File: config.mk
export PLATFORM = sky130hd
export DESIGN_NAME = rand_spawn_sched
export DESIGN_NICKNAME = d
export VERILOG_FILES = /design/src/rtl/rand_spawn_sched.sv
export SDC_FILE = /design/constraint.sdc
export NUM_CORES = 1
export LEC_CHECK = 0
export CAP_MARGIN = 20
export CORE_ASPECT_RATIO = 0.7
export CORE_MARGIN = 5
export CORE_UTILIZATION = 50
export DETAILED_ROUTE_END_ITERATION = 16
export PLACE_DENSITY = 0.7
export SYNTH_ARGS = -nofsm -noshare
export SYNTH_HDL_FRONTEND = slang
export SYNTH_SLANG_ARGS = --single-unit
File: constraint.sdc
create_clock -name clk -period 2.1 [get_ports clk]
set_input_delay 0.63 -clock clk [delete_from_list [all_inputs] [get_ports clk]]
set_output_delay 0.63 -clock clk [all_outputs]
set_load 0.05 [all_outputs]
File: src/rtl/rand_spawn_sched.sv
// rand_spawn_sched: turns the 5-bit random stream into paced obstacle-spawn
// requests (gap in frame ticks, lane, kind) offered on a valid/ready
// handshake, while limiting how often the same lane is chosen in a row.
module rand_spawn_sched #(
    parameter int         LANES      = 5,
    parameter int         MIN_GAP    = 4,
    parameter logic [4:0] GAP_MASK   = 5'h0F,
    parameter int         MAX_REPEAT = 2
) (
    input  logic       clk,
    input  logic       rst,
    input  logic       en,
    input  logic       tick,
    input  logic [4:0] rnd,
    input  logic       spawn_ready,
    output logic       spawn_valid,
    output logic [2:0] spawn_lane,
    output logic [1:0] spawn_kind,
    output logic       busy
);

    localparam int REP_W = (MAX_REPEAT < 2) ? 1 : $clog2(MAX_REPEAT + 1);

    typedef enum logic [2:0] {
        IDLE,
        WAIT,
        PICK_LANE,
        PICK_KIND,
        OFFER
    } state_t;

    state_t           state, state_d;
    logic [5:0]       gap_cnt, gap_d, gap_load;
    logic [2:0]       lane_q, lane_d, last_lane, last_d, pick_lane;
    logic [1:0]       kind_q, kind_d;
    logic [REP_W-1:0] rep_cnt, rep_d;
    logic             valid_q, busy_q;
    int               lane_cand;

    // Gap reload: the sum is formed at 6 bits so MIN_GAP + masked rnd cannot wrap.
    assign gap_load  = 6'(MIN_GAP) + {1'b0, rnd & GAP_MASK};
    assign lane_cand = int'(rnd) % LANES;

    // Lane choice: take rnd mod LANES, but step to the next lane if this
    // candidate would extend the current same-lane run beyond MAX_REPEAT.
    always_comb begin
        pick_lane = 3'(lane_cand);
        if (LANES > 1 && lane_cand == int'(last_lane) && int'(rep_cnt) >= MAX_REPEAT - 1) begin
            pick_lane = (lane_cand + 1 >= LANES) ? 3'd0 : 3'(lane_cand + 1);
        end
        if (LANES == 1) begin
            pick_lane = 3'd0;
        end
    end

    // Next-state logic for the scheduler FSM and all its data registers.
    always_comb begin
        state_d = state;
        gap_d   = gap_cnt;
        lane_d  = lane_q;
        kind_d  = kind_q;
        last_d  = last_lane;
        rep_d   = rep_cnt;
        case (state)
            IDLE: begin
                if (en) begin
                    gap_d   = gap_load;
                    state_d = WAIT;
                end
            end
            WAIT: begin
                if (!en) begin
                    gap_d   = '0;
                    state_d = IDLE;
                end else if (tick) begin
                    gap_d = gap_cnt - 6'd1;
                    if (gap_cnt == 6'd1) begin
                        state_d = PICK_LANE;
                    end
                end
            end
            PICK_LANE: begin
                lane_d  = pick_lane;
                state_d = PICK_KIND;
            end
            PICK_KIND: begin
                kind_d  = rnd[4:3];
                state_d = OFFER;
            end
            OFFER: begin
                if (spawn_ready) begin
                    if (lane_q == last_lane) begin
                        if (int'(rep_cnt) < MAX_REPEAT) begin
                            rep_d = rep_cnt + REP_W'(1);
                        end
                    end else begin
                        rep_d  = '0;
                        last_d = lane_q;
                    end
                    if (en) begin
                        gap_d   = gap_load;
                        state_d = WAIT;
                    end else begin
                        state_d = IDLE;
                    end
                end
            end
            default: state_d = IDLE;
        endcase
    end

    // State and data registers; valid/busy are registered from the next state
    // so outputs never depend combinationally on inputs.
    always_ff @(posedge clk or negedge rst) begin
        if (!rst) begin
            state     <= IDLE;
            gap_cnt   <= '0;
            lane_q    <= '0;
            kind_q    <= '0;
            last_lane <= '0;
            rep_cnt   <= '0;
            valid_q   <= 1'b0;
            busy_q    <= 1'b0;
        end else begin
            state     <= state_d;
            gap_cnt   <= gap_d;
            lane_q    <= lane_d;
            kind_q    <= kind_d;
            last_lane <= last_d;
            rep_cnt   <= rep_d;
            valid_q   <= (state_d == OFFER);
            busy_q    <= (state_d != IDLE);
        end
    end

    assign spawn_valid = valid_q;
    assign spawn_lane  = lane_q;
    assign spawn_kind  = kind_q;
    assign busy        = busy_q;

endmodule

==> results.cfg <==
[floorplanning]
boundaryPins = 17
initial_core_util = 0.525
die_y_um = 66.7
placementRows = 20
die_w_um = 91.0
die_area_um2 = 6070
core_um2 = 4380

[clock_network]
root_buffer = clkbuf_8
cts_buffers = 3
path_clk_slew_ns = 0.08
clock_sinks = 21
htreeDepth = 1
insertion_delay_ns = 0.27
clock_path_buffers = 2
cts_hold_repair.buffers = 0
tritoncts = yes

[timing]
rsz0062_at_grt = yes
finalSetupViolations = 3
fin_skew_ns = 0.00526
setup_slack_ns = -2.34
fmax_ghz = 0.225
fin_crit_ns = 4.44
relSlewSlack = 0.575
slew_violations = 0
final_hold_viol_count = 0
period_share = 2.11
max_slew.worst_pin.slew_ns = 0.631

[worst_hold_path]
hold_start = spawn_kind[0]$_DFFE_PN0N_
holdPathStages = 2
holdPathEnd = spawn_kind[0]$_DFFE_PN0N_
hold_class = register to register

[critical_path]
rr_worst_depth = 8
end_kind = register
critical_path_required_ns = 2.29
cp_slowest_cell = or4b_4
crit_type = input port to register
cp_data_arrival_time_ns = 4.62
r2r-start = rep_cnt[1]$_DFFE_PN0P_
r2r_setup_slack_ns = 0.07
crit_path_max_fanout = 4
cp-start-kind = input port
cp.buffers_inverters = 5
r2r-end = spawn_lane[2]$_DFFE_PN0P_
crit_path_max_incr_delay_ns = 0.55
critical-path-top-delay-family = simple AND/OR/NAND/NOR gates

[global_routing]
grt_max_degree = 22
grt_pass1_vias = 2327
grt_overflow_total = 0
grt_antenna_before_repair = 0
grt_pass1_wl_mm = 11.0
track_usage = 0.221

[logic_synthesis]
syn-cell-area_um2 = 2300
ys.flop_type = dfrtp_1
ys_ff_latch = 21
yosysWarnings = 0
async_flop_share = 1.00
syn_avg_cell_area_um2 = 8.26
synthCells = 278
ys_seq_area_frac = 0.229
synth_enable_flop_cells = 0
yosysUniqueCellTypes = 76
synth_nets = 302

[finish]
layout_common_cells = buf_4 (96), dfrtp_1 (21), nand2_1 (18)
layout_commonest_cell = buf_4
antenna_cells = 0
area_growth_pct = 45.4
nNetsFinal = 402
final_layout_size_suffix_gt1_frac = 0.432
instances_no_fill = 432
design_area_um2 = 3340

[route]
firstDrtPassIters = 5
via_per_inst = 5.79
wl_mm = 6.50
ant_nets = 0
wire_per_inst_um = 15.0
vias = 2500
drt-initial-drc-count = 165
drc = 0

[outcome]
violations = setup timing
status = finished, violations left

[placement]
gp_congestion = 0.958
dpl_cell_area_um2 = 3180
port_buffers = 16
place_inst = 422
hpwl_mm = 5.09

[power]
peakVddDrop_v = 0.000580
finalPower_mw = 2.51
cellLeakagePower_nw = 1.47
power_density_nw_per_um2 = 751

[flow_run]
cap_violations = 0
power by group:
| part | switching [mW] | internal (mW) | total, mW |
|---|---|---|---|
| clock network | 0.144 | 0.134 | 0.279 |
| logic | 0.838 | 0.726 | 1.56 |
| registers | 0.135 | 0.532 | 0.667 |
| total | 1.12 | 1.39 | 2.51 |
sequential cells by signal (all words and copies together), names as in the netlist:
name / cells
gap_cnt: 6
last_lane: 3
spawn_lane: 3
state: 3
rep_cnt: 2
spawn_kind: 2
busy: 1
spawn_valid: 1
worst max-delay path by stage:
stage / from / slack [ns] / depth (start not counted) / to
after floorplan: rnd[3] / -2.70 / 26 / spawn_lane[2]$_DFFE_PN0P_
after global placement: rnd[3] / -3.11 / 26 / spawn_lane[2]$_DFFE_PN0P_
after detailed placement: rnd[2] / -3.28 / 25 / spawn_lane[1]$_DFFE_PN0P_
after CTS: rnd[3] / -2.33 / 26 / spawn_lane[2]$_DFFE_PN0P_
after global routing: rnd[3] / -2.54 / 26 / spawn_lane[2]$_DFFE_PN0P_
final: rnd[3] / -2.34 / 27 / spawn_lane[2]$_DFFE_PN0P_
cell families after synthesis:
kind of cell	Yosys count	share of synthesized area
AOI/OAI and AO/OA	99	0.324
and+or+nand+nor	95	0.235
buffers and inverters	32	0.0615
DFF	21	0.229
adders and majority gates	15	0.0806
xor gates and xnor gates	13	0.0556
muxes	3	0.0147
timing repair:
item / in CTS / in global routing
pin swaps: 22 / 10
gates resized for setup: 26 / 8
gates cloned: 0 / 0
endpoints found under the setup margin: 4 / 6
endpoints found under the hold margin: 0 / 0
setup buffers: 4 / 2
layer usage:
layer	routed length, um	vias to the layer above	track usage
li1	-	1240	-
met2	2910	64	0.349
met1	3270	1187	0.326
met3	274	9	0.0339
met5	0	-	0
met4	45	0	0.0293
per-stage QoR:
stage / TNS, ns / worst slack (ns) / util / hold WS (ns)
final: -6.99 / -2.34 / 0.763 / 0.492
after global routing: -7.58 / -2.54 / 0.763 / 0.551
after CTS: -6.95 / -2.33 / 0.753 / 0.500
after detailed placement: -10.65 / -3.28 / 0.727 / 0.480
after global placement: -10.11 / -3.11 / 0.727 / 0.477
after floorplan: -8.10 / -2.70 / - / 0.334
synthesized netlist by cell type (2+ instances only):
cell type  instances  share of area
dfrtp_1           21           0.23
nand2_1           21          0.034
inv_1             20          0.033
o21ai_0           20          0.044
a21oi_1           18          0.039
nor2_1            17          0.028
ha_1              14          0.076
nand3_1            9          0.020
xnor2_1            9          0.034
nor3_1             7          0.015
clkbuf_1           6         0.0098
nor4_1             6          0.016
a31oi_1            5          0.014
nand4_1            5          0.014
o21ai_1            5          0.011
o22ai_1            4          0.011
a211oi_1           3         0.0098
a21o_1             3         0.0098
a22oi_1            3         0.0098
and2_1             3         0.0082
and3_1             3         0.0082
buf_4              3         0.0098
mux2_2             3          0.015
nand2b_1           3         0.0082
or3_1              3         0.0082
xor2_1             3          0.011
a2111oi_0          2         0.0076
a21oi_2            2         0.0076
a22oi_2            2          0.011
buf_2              2         0.0044
nand3b_1           2         0.0065
nor2b_1            2         0.0054
nor3_2             2         0.0087
o211ai_1           2         0.0065
o21a_1             2         0.0065
o21ai_2            2         0.0076
o31ai_1            2         0.0065
final cells by class:
class / count / area, um^2
inverters: 20 / 80.1
clock buffers: 3 / 41.3
flip-flops and latches: 21 / 526
repair buffers: 107 / 837
fillers: 324 / 1040
well taps: 55 / 68.8
clock inverters: 1 / 7.51
multi-input cells: 225 / 1780
worst reg2reg max path, stage by stage (launching register included):
cell      delay (ns)
dfrtp_1         0.37
inv_1           0.06
ha_1            0.19
a211oi_1        0.22
nand2_1         0.08
nor3_1          0.20
nand3_1         0.11
or4b_4          0.58
o221ai_2        0.14
Note: power is estimated with default switching activity, not from simulation.
